$ cat src/rtl/uart_pkg.sv
// Shared definitions for the UART transmitter: state encoding, idle line level
// and a frame-length helper.
package uart_pkg;

  typedef enum logic [2:0] {
    IDLE   = 3'd0,
    START  = 3'd1,
    DATA   = 3'd2,
    PARITY = 3'd3,
    STOP   = 3'd4
  } tx_state_t;

  localparam logic TX_IDLE_LEVEL = 1'b1;

  // Frame length in tick pulses for a given frame shape.
  function automatic int frame_ticks(input int data_bits, input int stop_bits,
                                     input int parity_bits, input int oversample);
    return (1 + data_bits + parity_bits + stop_bits) * oversample;
  endfunction

endpackage

$ cat src/rtl/uart_tx_if.sv
// Parallel-side valid/ready byte handshake into the UART transmitter.
interface uart_tx_if #(
  parameter int DATA_BITS = 8
);
  logic [DATA_BITS-1:0] data_in;
  logic                 valid;
  logic                 ready;

  modport master (output data_in, output valid, input ready);
  modport slave  (input data_in, input valid, output ready);
endinterface

$ cat src/rtl/uart_tx_bit_timer.sv
// Sub-bit counter: counts baud ticks and flags the tick that ends each serial bit.
module uart_tx_bit_timer #(
  parameter int OVERSAMPLE = 16
) (
  input  logic clk,
  input  logic rst,
  input  logic clear,
  input  logic tick,
  output logic bit_end
);
  localparam int CW = (OVERSAMPLE > 1) ? $clog2(OVERSAMPLE) : 1;
  localparam logic [CW-1:0] LAST = CW'(OVERSAMPLE - 1);

  logic [CW-1:0] count;

  // Clear wins over tick, so a tick landing on the accept edge is not counted.
  always_ff @(posedge clk or posedge rst) begin
    if (rst) begin
      count <= '0;
    end else if (clear) begin
      count <= '0;
    end else if (tick) begin
      count <= (count == LAST) ? '0 : count + 1'b1;
    end
  end

  assign bit_end = tick && (count == LAST);

endmodule

$ cat src/rtl/uart_tx.sv
// UART transmitter: accepts a byte over valid/ready and shifts it out LSB first.
// Optional parity bit enabled by defining UART_TX_PARITY_EN.
module uart_tx
  import uart_pkg::*;
#(
  parameter int DATA_BITS  = 8,
  parameter int STOP_BITS  = 1,
  parameter int OVERSAMPLE = 16,
  parameter int PARITY_ODD = 0
) (
  input  logic       clk,
  input  logic       rst,
  input  logic       tick,
  uart_tx_if.slave   bus,
  output logic       tx,
  output logic       busy,
  output logic       done
);
  localparam int BW = $clog2(DATA_BITS + 1);

  if (DATA_BITS < 5 || DATA_BITS > 9) begin : g_bad_data_bits
    $error("uart_tx: DATA_BITS must be 5..9");
  end
  if (STOP_BITS < 1 || STOP_BITS > 2) begin : g_bad_stop_bits
    $error("uart_tx: STOP_BITS must be 1 or 2");
  end
  if (OVERSAMPLE < 2) begin : g_bad_oversample
    $error("uart_tx: OVERSAMPLE must be at least 2");
  end
  if (PARITY_ODD != 0 && PARITY_ODD != 1) begin : g_bad_parity_odd
    $error("uart_tx: PARITY_ODD must be 0 or 1");
  end

  tx_state_t            state;
  logic [DATA_BITS-1:0] shift;
  logic [BW-1:0]        bit_idx;
  logic                 ready_q;
  logic                 bit_end;
`ifdef UART_TX_PARITY_EN
  logic [DATA_BITS-1:0] payload;
`endif

  uart_tx_bit_timer #(.OVERSAMPLE(OVERSAMPLE)) u_bit_timer (
    .clk     (clk),
    .rst     (rst),
    .clear   (state == IDLE),
    .tick    (tick),
    .bit_end (bit_end)
  );

  assign bus.ready = ready_q;

  always_ff @(posedge clk or posedge rst) begin
    if (rst) begin
      state   <= IDLE;
      tx      <= TX_IDLE_LEVEL;
      ready_q <= 1'b1;
      busy    <= 1'b0;
      done    <= 1'b0;
      bit_idx <= '0;
      shift   <= '0;
`ifdef UART_TX_PARITY_EN
      payload <= '0;
`endif
    end else begin
      done <= 1'b0;
      case (state)
        IDLE: begin
          if (bus.valid && ready_q) begin
            shift   <= bus.data_in;
`ifdef UART_TX_PARITY_EN
            payload <= bus.data_in;
`endif
            state   <= START;
            tx      <= 1'b0;
            ready_q <= 1'b0;
            busy    <= 1'b1;
          end
        end
        START: begin
          if (bit_end) begin
            state   <= DATA;
            bit_idx <= '0;
            tx      <= shift[0];
          end
        end
        DATA: begin
          if (bit_end) begin
            shift <= shift >> 1;
            if (bit_idx == BW'(DATA_BITS - 1)) begin
              bit_idx <= '0;
`ifdef UART_TX_PARITY_EN
              state   <= PARITY;
              tx      <= (^payload) ^ 1'(PARITY_ODD);
`else
              state   <= STOP;
              tx      <= TX_IDLE_LEVEL;
`endif
            end else begin
              bit_idx <= bit_idx + 1'b1;
              // Next bit is what will sit in shift[0] after this shift.
              tx      <= shift[1];
            end
          end
        end
`ifdef UART_TX_PARITY_EN
        PARITY: begin
          if (bit_end) begin
            state   <= STOP;
            bit_idx <= '0;
            tx      <= TX_IDLE_LEVEL;
          end
        end
`endif
        STOP: begin
          if (bit_end) begin
            if (bit_idx == BW'(STOP_BITS - 1)) begin
              state   <= IDLE;
              done    <= 1'b1;
              ready_q <= 1'b1;
              busy    <= 1'b0;
            end else begin
              bit_idx <= bit_idx + 1'b1;
            end
          end
        end
        default: begin
          state   <= IDLE;
          tx      <= TX_IDLE_LEVEL;
          ready_q <= 1'b1;
          busy    <= 1'b0;
        end
      endcase
    end
  end

endmodule

$ cat src/flat_wrapper.sv
// flat-port wrapper written by rule: the top's interface ports become plain ports
module uart_tx_flat import uart_pkg::*;
#(
  parameter int DATA_BITS  = 8,
  parameter int STOP_BITS  = 1,
  parameter int OVERSAMPLE = 16,
  parameter int PARITY_ODD = 0
)
  (clk, rst, tick, tx, busy, done, bus_data_in, bus_valid, bus_ready);
  uart_tx_if #(.DATA_BITS(DATA_BITS)) bus_i ();
  input  logic clk;
  input  logic rst;
  input  logic tick;
  output logic tx;
  output logic busy;
  output logic done;
  input wire logic [$bits(bus_i.data_in)-1:0] bus_data_in;
  input wire logic [$bits(bus_i.valid)-1:0] bus_valid;
  output wire logic [$bits(bus_i.ready)-1:0] bus_ready;
  assign bus_i.data_in = bus_data_in;
  assign bus_i.valid = bus_valid;
  assign bus_ready = bus_i.ready;
  uart_tx #(.DATA_BITS(DATA_BITS), .STOP_BITS(STOP_BITS), .OVERSAMPLE(OVERSAMPLE), .PARITY_ODD(PARITY_ODD)) u_core (.clk(clk), .rst(rst), .tick(tick), .bus(bus_i), .tx(tx), .busy(busy), .done(done));
endmodule
$ cat config.mk
export PLATFORM = sky130hd
export DESIGN_NAME = uart_tx_flat
export DESIGN_NICKNAME = d
export VERILOG_FILES = /design/src/rtl/uart_pkg.sv /design/src/rtl/uart_tx_if.sv /design/src/rtl/uart_tx_bit_timer.sv /design/src/rtl/uart_tx.sv /design/src/flat_wrapper.sv
export SDC_FILE = /design/constraint.sdc
export NUM_CORES = 1
export LEC_CHECK = 0
export BUFFER_PORTS_ARGS = -buffer_cell sky130_fd_sc_hd__buf_4
export CORE_MARGIN = 5
export CORE_UTILIZATION = 50
export CTS_CLUSTER_DIAMETER = 50
export DETAILED_ROUTE_END_ITERATION = 8
export PLACE_DENSITY = 0.73
export SYNTH_ARGS = -nofsm -noshare
export SYNTH_HDL_FRONTEND = slang
export SYNTH_SLANG_ARGS = --single-unit
$ cat constraint.sdc
create_clock -name clk -period 1.8 [get_ports clk]
set_input_delay 0.18 -clock clk [delete_from_list [all_inputs] [get_ports clk]]
set_output_delay 0.18 -clock clk [all_outputs]
set_load 0.05 [all_outputs]
Word level (Yosys, flattened, before mapping)

Cells that the tools add are included.

Output and inout bits: 4
Register bits after elaboration: 23
Word-level logic and storage cells: 71
RAM bits: 0
Latch bits: 0
Memory bits (read-only): 0
Memories: 0

Order comparisons: 0
Reductions and logical operators: 13
Divide/modulo/power cells: 0
Equal/unequal tests: 12
Muxes and demuxes: 34
$mul: 0
Bitwise gates (word level): 2
Add/sub/neg operators: 2
Shifts and indexed selects: 0

Operators by type and width:

| cell                                                  | number |
|---|---|
| 2-to-1 mux 4 bit                                      | 8 |
| 2-to-1 mux 3 bit                                      | 6 |
| 2-to-1 mux 8 bit                                      | 2 |
| one-hot mux 8 bit (2 select lines)                    | 1 |
| 2-to-1 mux 1 bit                                      | 12 |
| inequality test 2 x 1 -> 1 bit, second input constant | 6 |
| one-hot mux 3 bit (4 select lines)                    | 1 |
| one-hot mux 4 bit (3 select lines)                    | 1 |
| adder 4 x 1 -> 4 bit, second input constant           | 2 |
| AND reduction 4 bit                                   | 2 |
| one-hot mux 1 bit (3 select lines)                    | 2 |
| AND reduction 6 bit                                   | 1 |
| AND reduction 5 bit                                   | 1 |
| equality test 4 x 3 -> 1 bit, second input constant   | 1 |
| equality test 4 bit, second input constant            | 1 |
| zero test 4 bit                                       | 1 |
| one-hot mux 1 bit (4 select lines)                    | 1 |
| nonzero test 2 bit                                    | 2 |
| equality test 3 x 1 -> 1 bit, second input constant   | 1 |
| equality test 3 x 2 -> 1 bit, second input constant   | 1 |
| equality test 3 bit, second input constant            | 1 |
| zero test 3 bit                                       | 1 |
| AND reduction 3 bit                                   | 1 |
| nonzero test 3 bit                                    | 1 |
| 4 further kinds                                       | 6 |

Logic depth before layout (Yosys ltp)

Depth after elaboration: 4
Depth in mapped cells: 7

Hierarchy

A second synthesis with hierarchy kept.

Cells, all modules: 138
Area total of the unflattened synthesis: 1326.3 um2

By module, submodules not included:

| module            | cells an instance | area each (um2) | seq. area each (um2) | times used |
|---|---|---|---|---|
| uart_tx           | 115               | 1114.8          | 478.0                | 1 |
| uart_tx_bit_timer | 23                | 211.5           | 100.1                | 1 |

Worst setup path before layout

OpenSTA, ideal clock, no wires.

Kind: flip-flop to flip-flop
From: register u_core.ready_q, in the netlist u_core.bus.ready
To: register u_core.shift[7]
Stages on the path, launching flop included: 7
Slack: -25 ps
Arrival time: 1704 ps
Required time: 1679 ps
Clock period less this slack: 1825 ps
Path through: dfstp_2 -> nand3b_1 -> or3_1 -> buf_2 -> and2_4 -> buf_6 -> a22o_1

Longest elaborated chain between the ends: 3

Ends and longest elaborated chain:

| element                                         | RTL line       | source |
|---|---|---|
| from (decl)                                     | uart_tx.sv:37  | `logic ready_q;` |
| from (signal assigned)                          | uart_tx.sv:57  | `ready_q <= 1'b1;` |
| from (signal assigned)                          | uart_tx.sv:76  | `ready_q <= 1'b0;` |
| from (signal assigned)                          | uart_tx.sv:120 | `ready_q <= 1'b1;` |
| logical AND 1 bit                               | uart_tx.sv:69  | `if (bus.valid && ready_q) begin` |
| inequality test 2 x 1 -> 1 bit (no source line) | --             |  |
| AND reduction 3 bit (no source line)            | --             |  |
| to (signal assigned)                            | uart_tx.sv:70  | `shift <= bus.data_in;` |
| to (signal assigned)                            | uart_tx.sv:89  | `shift <= shift >> 1;` |
| to (decl)                                       | uart_tx.sv:35  | `logic [DATA_BITS-1:0] shift;` |

No other way between the ends.
A chain may end at the register's enable or synchronous reset.

Final worst setup path

From: register u_core.bit_idx[0]
To: register u_core.bit_idx[0]

Longest elaborated chain between the ends: 4

Ends and longest elaborated chain:

| element                                                                     | RTL line                                      | source |
|---|---|---|
| from (decl)                                                                 | uart_tx.sv:36                                 | `logic [BW-1:0] bit_idx;` |
| from (signal assigned)                                                      | uart_tx.sv:100                                | `bit_idx <= bit_idx + 1'b1;` |
| from (signal assigned)                                                      | uart_tx.sv:123                                | `bit_idx <= bit_idx + 1'b1;` |
| adder 4 x 1 -> 4 bit / equality test 4 x 3 -> 1 bit (equally long branches) | uart_tx.sv:100, uart_tx.sv:123, uart_tx.sv:90 |  |
| 2-to-1 mux 4 bit, on equally long branches                                  | uart_tx.sv:117, uart_tx.sv:90                 |  |
| 2-to-1 mux 4 bit, on equally long branches                                  | uart_tx.sv:116, uart_tx.sv:88                 |  |
| one-hot mux 4 bit (3 select lines)                                          | uart_tx.sv:67                                 | `case (state)` |

Parallel ways exist; a longest one is shown, timed or not. The select of a mux whose other input is x is not followed.

==> reports/metrics.cfg <==
[outcome]
run_status = finished, final reports clean

[sta]
setup_viol = 0
finClkSkew_ns = 0.0121
max_freq_mhz = 574
timing.hold.ws_ns = 0.0691
drv_slew = 0
finalHoldViolCount = 0
setup_ws_ns = 0.0576
fin_crit_ns = 1.74
maxSlewHeadroom_pct = 77.3
worst_pin_slew_ns = 0.341
finalCritPeriodShare_pct = 96.8

[cells_and_area]
final_util_pct = 60.8
final_common_cell = buf_4
layout_common_cells = buf_4 (22), dfrtp_1 (21), a21oi_1 (15), inv_1 (12), nor2_1 (9)
final_nets = 163
diodes = 0
layout-drive-gt1-share_pct = 28.6
syn_to_final_growth_pct = 19.4
finalInstanceArea_sq_um = 1470

[setup_path]
cp_num_buf_inv = 1
cp-end-kind = register
cp.depth = 6
slowest_delay_ns = 0.40
path_max_fanout = 4
path_delay_family = flip-flops
worstSetupStartpointType = register
crit_arrival_ns = 1.95
path_cells = inv_2 -> ha_1 -> nor3b_4 -> o32a_1 -> nand2b_4 -> mux2_2
required_ns = 2.01
cp_slowest_cell = dfrtp_1
reg2regPathDepth = 6
path_class = register to register

[pwr]
power.share.clock_pct = 14.2
switching_share_pct = 37.3
combinationalPowerShare_pct = 36.8
switchingPower_w = 0.000632
p_total_w = 0.00169
power_density_nw_per_um2 = 1160
vdd_drop_max_mv = 0.638
internal_power_w = 0.00106
power_frac_seq_pct = 48.9
p_leak_nw = 0.690

[floorplan]
die_h_um = 59.5
die_w_um = 59.5
start_util_pct = 50.9
core_area_sq_um = 2410
die-area_sq_um = 3550
rows = 18
pin_count = 16

[drt]
via_count = 992
wl_per_cell_um = 13.8
drcViolationCount = 0
final_antenna_net_count = 0
viasPerCell = 5.60
drtIter0Drc = 54
drt-total-wl_mm = 2.45
dr.pass1.iters = 4

[placed_design]
dp_hpwl_mm = 1.72
dpl_cell_area_sq_um = 1370
finalWeightedCongestion = 0.756
post-place-ws_ns = -0.00151
io_buffers = 15

[synth]
syn-instance-count = 128
yosys.area.top_type_share_pct = 42.8
avgSynthCellArea_sq_um = 9.59
syn_nets = 143
netlist_area_sq_um = 1230
ys_types = 38
ys_seq_area_share_pct = 47.1
yosysTopAreaCell = dfrtp_1
yosysWarnings = 0
synthTopCellsByArea = dfrtp_1 (43%), a21oi_1 (6.1%), dfstp_2 (4.3%)
synth_seq_cells = 23

[clocking]
post-cts-setup-buffers = 0
cts_tree = done
clockRootBuffer = clkbuf_4
clock-sinks = 23
clk_pin_slew_ns = 0.13
clk_latency_ns = 0.32
cts-buffers-inserted = 3
htree_levels = 1
cts_buffer_depth = 2

[hold_path]
min_path_type = input pin to register
min_path_cells = 2

[global_route]
antenna_found_initial = 0
first_global_vias = 966
grt_pass1_wl_mm = 4.24
grt_usage_pct = 15.9
grt_max_degree = 24
grt.overflow.total = 0

[job]
cap_violations = 0

## worst reg2reg max path, delay by kind of cell (launching register included)
kind            cells  cell delay [ns]
flops               1             0.40
mux                 1             0.26
fa+ha+maj           1             0.20
simple gates        2             0.35
compound gates      1             0.38
buf+inv             1             0.05
## per-layer routing
metal  part of all wire (%)  track usage (%)  wire length (um)  vias up
li1                       -                -                 -      491
met1                     42             19.4              1020      480
met2                     52             27.1              1270       16
met3                    4.2             2.61               102        5
met4                    2.1             7.59                51        0
met5                      0                0                 0        -
## Yosys cell counts (all sizes together)
cell type and instances:
a21oi 17, a22o 4, a2bb2oi 1, a311oi 1, a41oi 1, and2 1, and3b 1, and4 1
buf 6, clkbuf 3, dfrtp 21, dfstp 2, ha 3, inv 13, mux2 2, mux2i 1
nand2 6, nand2b 3, nand3 4, nand3b 1, nand4 1, nor2 9, nor3 5, nor3b 2
nor4 1, o21a 1, o21ba 1, o21bai 1, o22ai 8, o31ai 1, o32a 1, o41ai 1
or3 2, xnor2 1, xor2 1
## worst paths after layout
check,from,endpoint,slack (ns)
max in group asynchronous,rst,u_core.tx,1.08
min in group asynchronous,rst,u_core.u_bit_timer.count[1],0.43
setup / recovery,u_core.bit_idx[0],u_core.bit_idx[0],0.06
hold reg to reg,u_core.bus.ready,u_core.bus.ready,0.52
setup reg to reg,u_core.bit_idx[0],u_core.bit_idx[0],0.06
hold / removal,bus_data_in[7],u_core.shift[7],0.07
## registers in the layout, indices dropped and copies added (netlist names)
name                      count
u_core.bit_idx                4
u_core.bus.ready              1
u_core.busy                   1
u_core.done                   1
u_core.shift                  8
u_core.state                  3
u_core.tx                     1
u_core.u_bit_timer.count      4
## power groups by stage
stage	logic (W)	clock network, W	registers (W)
floorplan	0.000376	0	0.000865
global placement	0.000560	0	0.000819
detailed placement	0.000580	0	0.000828
CTS	0.000590	0.000248	0.000817
global route	0.000693	0.000282	0.000858
finish	0.000624	0.000241	0.000828
## cell families (layout without fill, tap and decap cells)
family                   after synthesis  in the layout  synth area share (%)
flip-flops                            23             23                  47.1
adder cells (fa/ha/maj)                3              3                  3.06
XOR/XNOR                               2              2                  1.43
AO/OA/AOI/OAI                         38             38                  20.8
multiplexers                           3              3                  2.65
AND/OR/NAND/NOR                       37             37                  16.4
buffers and inverters                 22             41                  8.56
## cell type report
cell class	instances	area (sq um)
clock inverter	1	5.00
timing repair buffer	24	185
tap	30	37.5
clock buffer	3	22.5
fill	210	945
sequential	23	578
multi-input combinational	83	588
inverter	13	48.8
## repair_timing
action | CTS | global route
gates resized for setup | 1 | 7
hold endpoints to repair | 22 | 0
pin swaps | 0 | 1
hold buffers | 2 | 0
setup endpoints to repair | 2 | 5
## through the flow
stage | setup TNS (ns) | instances
finish | 0 | 177
floorplan | -0.0231 | 128
detailed placement | -0.00151 | 171
global placement | 0 | 171
global route | -0.0314 | 177
CTS | 0 | 177
(Power assumes the default switching activity.)
